[src/rtl/trap_sequencer.sv]
// ----------------------------------------------------------------------------
// trap_sequencer: prioritises synchronous exceptions and MRET, sequences the
// mepc/mcause CSR writes, redirects the PC, and arbitrates the CSR write port.
// Optional trap-entry counter enabled by defining TRAP_SEQ_COUNT_EN.
// Revision: 1.0
// ----------------------------------------------------------------------------
`default_nettype none

module trap_sequencer #(
   parameter int unsigned ROM_LIMIT = 100,
   parameter int unsigned RAM_LIMIT = 64
) (
   input  logic        clk,
   input  logic        rst,
   input  logic [31:0] instr_i,
   input  logic [15:0] pc_i,
   input  logic [15:0] ram_addr_i,
   input  logic        mem_acc_i,
   input  logic        instr_v_i,
   input  logic [31:0] mtvec_i,
   input  logic [31:0] mepc_i,
   input  logic        dp_csr_w_i,
   input  logic [11:0] dp_csr_i,
   input  logic [31:0] dp_wd_i,
   output logic        dp_gnt_o,
   output logic        csr_w_o,
   output logic [11:0] csr_o,
   output logic [31:0] wd_o,
   output logic        stall_o,
   output logic [1:0]  op_m_o,
   output logic [31:0] addr_o,
   output logic [15:0] trap_cnt_o
);

   localparam logic [15:0] ROM_LIM = 16'(ROM_LIMIT);
   localparam logic [15:0] RAM_LIM = 16'(RAM_LIMIT);
   localparam logic [11:0] CSR_MEPC   = 12'h041;
   localparam logic [11:0] CSR_MCAUSE = 12'h042;

   typedef enum logic [2:0] {
      S_IDLE       = 3'd0,
      S_SAVE_EPC   = 3'd1,
      S_SAVE_CAUSE = 3'd2,
      S_JUMP       = 3'd3,
      S_RET        = 3'd4
   } state_t;

   state_t      state, next_state;
   logic [31:0] epc_q;
   logic [2:0]  cause_q;
   logic [2:0]  cause;
   logic [6:0]  opcode;
   logic        fetch_fault, illegal, is_system, ebreak, mret, load_fault;
   logic        exc_det, mret_det;
   logic        unused_bits;

   assign opcode      = instr_i[6:0];
   assign fetch_fault = (pc_i > ROM_LIM);
   assign illegal     = !(opcode inside {7'd3, 7'd19, 7'd35, 7'd51, 7'd99, 7'd111, 7'd115});
   assign is_system   = (opcode == 7'd115) && (instr_i[14:12] == 3'b000);
   assign ebreak      = is_system && (instr_i[31:20] == 12'h001);
   assign mret        = is_system && (instr_i[31:20] == 12'h002);
   assign load_fault  = mem_acc_i && (ram_addr_i > RAM_LIM);
   assign exc_det     = instr_v_i && (fetch_fault || illegal || ebreak || load_fault);
   assign mret_det    = instr_v_i && mret;
   assign unused_bits = ^{instr_i[19:15], instr_i[11:7]};

   always_comb begin
      cause = 3'd4;
      if (fetch_fault)  cause = 3'd0;
      else if (illegal) cause = 3'd2;
      else if (ebreak)  cause = 3'd3;
   end

   always_ff @(posedge clk) begin
      if (rst) begin
         state   <= S_IDLE;
         epc_q   <= '0;
         cause_q <= '0;
      end else begin
         state <= next_state;
         if (state == S_IDLE && exc_det) begin
            epc_q   <= {16'b0, pc_i};
            cause_q <= cause;
         end
      end
   end

   always_comb begin
      next_state = state;
      dp_gnt_o   = 1'b0;
      csr_w_o    = 1'b0;
      csr_o      = '0;
      wd_o       = '0;
      stall_o    = 1'b0;
      op_m_o     = 2'b00;
      addr_o     = '0;
      unique case (state)
         S_IDLE: begin
            if (exc_det) begin
               next_state = S_SAVE_EPC;
               stall_o    = 1'b1;
            end else begin
               if (mret_det) next_state = S_RET;
               if (dp_csr_w_i) begin
                  dp_gnt_o = 1'b1;
                  csr_w_o  = 1'b1;
                  csr_o    = dp_csr_i;
                  wd_o     = dp_wd_i;
               end
            end
         end
         S_SAVE_EPC: begin
            next_state = S_SAVE_CAUSE;
            csr_w_o    = 1'b1;
            csr_o      = CSR_MEPC;
            wd_o       = epc_q;
            stall_o    = 1'b1;
         end
         S_SAVE_CAUSE: begin
            next_state = S_JUMP;
            csr_w_o    = 1'b1;
            csr_o      = CSR_MCAUSE;
            wd_o       = {29'b0, cause_q};
            stall_o    = 1'b1;
         end
         S_JUMP: begin
            next_state = S_IDLE;
            op_m_o     = 2'b11;
            addr_o     = mtvec_i;
            stall_o    = 1'b1;
         end
         S_RET: begin
            next_state = S_IDLE;
            op_m_o     = 2'b11;
            addr_o     = mepc_i;
         end
         default: next_state = S_IDLE;
      endcase
      // Outputs are held quiet while reset is asserted so no in-flight CSR write escapes.
      if (rst) begin
         next_state = S_IDLE;
         dp_gnt_o   = 1'b0;
         csr_w_o    = 1'b0;
         csr_o      = '0;
         wd_o       = '0;
         stall_o    = 1'b0;
         op_m_o     = 2'b00;
         addr_o     = '0;
      end
   end

`ifdef TRAP_SEQ_COUNT_EN
   logic [15:0] cnt_q;

   always_ff @(posedge clk) begin
      if (rst) begin
         cnt_q <= '0;
      end else if (state == S_IDLE && exc_det && cnt_q != 16'hFFFF) begin
         cnt_q <= cnt_q + 16'd1;
      end
   end

   assign trap_cnt_o = rst ? 16'd0 : cnt_q;
`else
   assign trap_cnt_o = 16'd0;
`endif

endmodule

`default_nettype wire

[config.mk]
export PLATFORM = sky130hd
export DESIGN_NAME = trap_sequencer
export DESIGN_NICKNAME = d
export VERILOG_FILES = /design/src/rtl/trap_sequencer.sv
export SDC_FILE = /design/constraint.sdc
export NUM_CORES = 1
export LEC_CHECK = 0
export CAP_MARGIN = 30
export CORE_AREA = 4 4 105 107
export CTS_CLUSTER_SIZE = 8
export DETAILED_ROUTE_END_ITERATION = 12
export DIE_AREA = 0 0 109 111
export PLACE_DENSITY = 0.74
export SLEW_MARGIN = 40
export SYNTH_ARGS = -nofsm -noshare
export SYNTH_HDL_FRONTEND = slang
export SYNTH_SLANG_ARGS = --single-unit
export TNS_END_PERCENT = 10
[constraint.sdc]
create_clock -name clk -period 3.36 [get_ports clk]
set_input_delay 0.84 -clock clk [delete_from_list [all_inputs] [get_ports clk]]
set_output_delay 0.84 -clock clk [all_outputs]
set_load 0.005 [all_outputs]
==> results.md <==
* Final #Nets at 735
* Final setup vio count at 66
* Routed WL at 11.4 mm
* Synth area leader: dfxtp_1
* CTS root buffer: clkbuf_8
* First-pass DRT Iterations at 6
* Synth warnings at 0
* Worst-skew pair later-pin latency at 0.26 ns
* Max-cap violations at 0
* Die H at 111 um
* Hold endpoint: epc_q[8]$_SDFFE_PP0N_
* Layout overhead on the synthesized area at 126%
* Setup CP Type: in -> out
* Via Count at 3226
* Hold path startpoint: epc_q[8]$_SDFFE_PP0N_
* CP bufs+invs at 5
* Tcrit/Tclk final at 1.13
* Slew margin rel. at 0.646
* Final clock skew at 0.00584 ns
* Max FO, Critical Path at 6
* Clock-pin slew on the worst setup and hold paths at 0.08 ns
* RSZ-0062 raised after global routing: true
* Routed WL per cell at 16.4 um
* Post-Synth Adder-Cell Area at 0
* Peak VDD IR at 0.124 mV
* Gpl congestion at 0.778
* Ports at 274
* Port Buf Inserts at 247
* CP Capture Type: output pin
* Layout cells sized above 1 at 0.248
* Cell count of the worst reg-to-reg path at 5
* Fmax at 263 MHz
* First-pass GRT wire length at 16.3 mm
* #FFs+latches synth at 22
* Post-Synth XOR/XNOR Area at 0
* Placed cell count at 669
* Status: finished with violations
* Worst Hold Class: reg -> reg
* Fin. max-slew vios at 0
* Worst path arrival time at 2.96 ns
* Grt ovf at 0
* Share of flip-flops with an asynchronous set or reset at 0
* Routed Antenna Nets at 0
* Largest net degree at the start of global routing at 54
* Share of the synthesized area in the top cell type at 0.204
* Top delay family on crit path: compound AO/OA/AOI/OAI gates
* Sequential cell area fraction in the yosys report at 0.204
* Worst slew pin tran at 0.531 ns
* DP Worst Slack at -0.977 ns
* Setup ws final at -0.436 ns
* Most common cell in the netlist: nor2_1
* Syn Std Cell Area at 2160 um2
* Final core utilization at 0.481
* DP HPWL at 8.99 mm
* Pwr dens at 189 nW/um2
* CTS tree: done
* Die width at 109 um
* Hold Fails Final Rpt at 0
* Initial Utilization at 0.213
* Mean Syn Cell Area at 7.41 um2
* Most frequent CP cell: buf_6
* Worst path slowest cell: o31ai_4
* Row count at 37
* Initial antenna violation count at 0
* Hold path cells at 2
* Maximum buffer depth of the clock tree at 2
* Top cells by count, synth: nor2_1 (42), a22oi_1 (35), and2_1 (27), dfxtp_1 (22), buf_4 (21)
* Distinct cells, synth at 43
* Gate count after technology mapping at 291
* CP max stage delay at 0.35 ns
* H-Tree Depth at 1
* Failing checks: setup timing
* Core area at 10100 um2
* Multiplexer area fraction after synthesis at 0.0139
* Reg2reg start: state[1]$_SDFFE_PP0P_
* Vias in the first global route at 3283
* Clock sinks at 22
* Non-Filler Instances at 693
* CTS buffer count at 3
* Setup slack, reg-to-reg at 1.51 ns
* Simple-Gate Fraction of Synth Area at 0.343
* Iteration-0 DRC Markers at 87
* Startpoint types: input port
* DRC at 0
* LEAKAGE at 1.97 nW
* Crit-path cells: buf_2, o21a_1, o311ai_2, nand4_1, o31ai_4, and4_4, buf_6, buf_6, buf_6, o2bb2ai_2, buf_2
* Tmin final at 3.80 ns
* Compound-Gate Fraction of Synth Area at 0.311
* Required @ worst endpoint at 2.52 ns
* Total track usage at 0.167
* RR Endpoint: epc_q[1]$_SDFFE_PP0N_
* ANT cells at 0
* Post-CTS Hold Fix Bufs at 0
* Post-synth EDFFs at 0
* Top FF cell, synth: dfxtp_1
* Die footprint at 12100 um2
* Largest family of logic cells by synthesized area: simple AND/OR/NAND/NOR gates
* DR vias/cell at 4.66
* Synth top area cells: dfxtp_1 (20%), a22oi_1 (12%), and2_1 (7.8%)
## tightest hold or removal path, stage by stage, from the launching register on
cell and delay, ns:
dfxtp_1 0.32, o21ai_0 0.06, a21oi_1 0.06
## how the worst max path moves through the flow
stage,startpoint,slack [ns],end,depth (start not counted)
6_report,pc_i[0],-0.44,wd_o[2],11
5_1_grt,pc_i[1],-0.53,wd_o[2],11
4_1_cts,instr_i[30],-0.29,csr_o[6],10
3_5_place_dp,pc_i[0],-0.98,wd_o[2],9
3_3_place_gp,pc_i[0],-0.96,csr_o[3],9
2_1_floorplan,ram_addr_i[0],0.1,csr_o[10],7
## flip-flops by register name, indices dropped and copies added (netlist names)
signal and cells:
epc_q 16, cause_q 3, state 3
## placed cells by master (no fill, tap or decap), types with 4 or more instances in the layout
cell type / Yosys / routed
clkdlybuf4s15_2: 0 / 6
conb_1: 1 / 16
buf_2: 0 / 39
a21oi_1: 18 / 17
and2_1: 27 / 25
dlygate4sd2_1: 0 / 18
nor2b_1: 4 / 4
buf_4: 21 / 34
buf_6: 3 / 11
clkbuf_2: 1 / 10
nor2_1: 42 / 40
a22oi_1: 35 / 35
dfxtp_1: 22 / 22
a22o_1: 13 / 13
clkdlybuf4s15_1: 0 / 5
nand2b_1: 4 / 4
nand2_1: 5 / 5
or3b_1: 8 / 8
o21ai_0: 17 / 16
nand4_1: 4 / 4
clkdlybuf4s50_1: 0 / 164
or3b_2: 8 / 8
## stage by stage
stage	setup TNS, ns	power (mW)	cell area, um2	hold slack (ns)
2_1_floorplan	0	0.415	2210	0.449
3_3_place_gp	-42.89	0.681	4780	0.462
4_1_cts	-8.59	0.923	4900	0.479
3_5_place_dp	-43.62	0.686	4780	0.468
5_1_grt	-23.53	0.972	4880	0.506
6_report	-16.95	0.922	4880	0.481
## power breakdown
| group | switching [mW] | internal [mW] | total, mW |
|---|---|---|---|
| clock network | 0.0886 | 0.159 | 0.248 |
| registers | 0.0113 | 0.276 | 0.287 |
| logic | 0.135 | 0.253 | 0.387 |
| total | 0.234 | 0.688 | 0.922 |
## layout make-up
cell class              instances  area [um2]
fillers                       983        5260
repair buffers                290        2610
multi-input cells             240        1580
flip-flops and latches         22         440
well taps                     136         170
clock buffers                   3        41.3
clock inverters                 1        30.0
inverters                       1        3.75
## kinds of logic after synthesis
kind of cell | Yosys count
AOI/OAI and AO/OA | 98
and+or+nand+nor | 123
other | 1
buffers and inverters | 44
muxes | 3
DFF | 22
## routing by layer
layer / vias to the layer above / routed length (um) / global-route usage / part of all wire
li1: 1568 / - / - / -
met1: 1454 / 3880 / 0.164 / 0.34
met2: 196 / 6040 / 0.335 / 0.53
met3: 8 / 1360 / 0.0536 / 0.12
met4: 0 / 97 / 0.0269 / 0.0085
met5: - / 0 / 0 / 0
## repair_timing
action	CTS	global route
setup endpoints to repair	47	66
pin swaps	37	12
setup buffers	17	2
resized for setup	245	30
cloned	0	1
No activity file was read; power rests on OpenSTA's default activity.
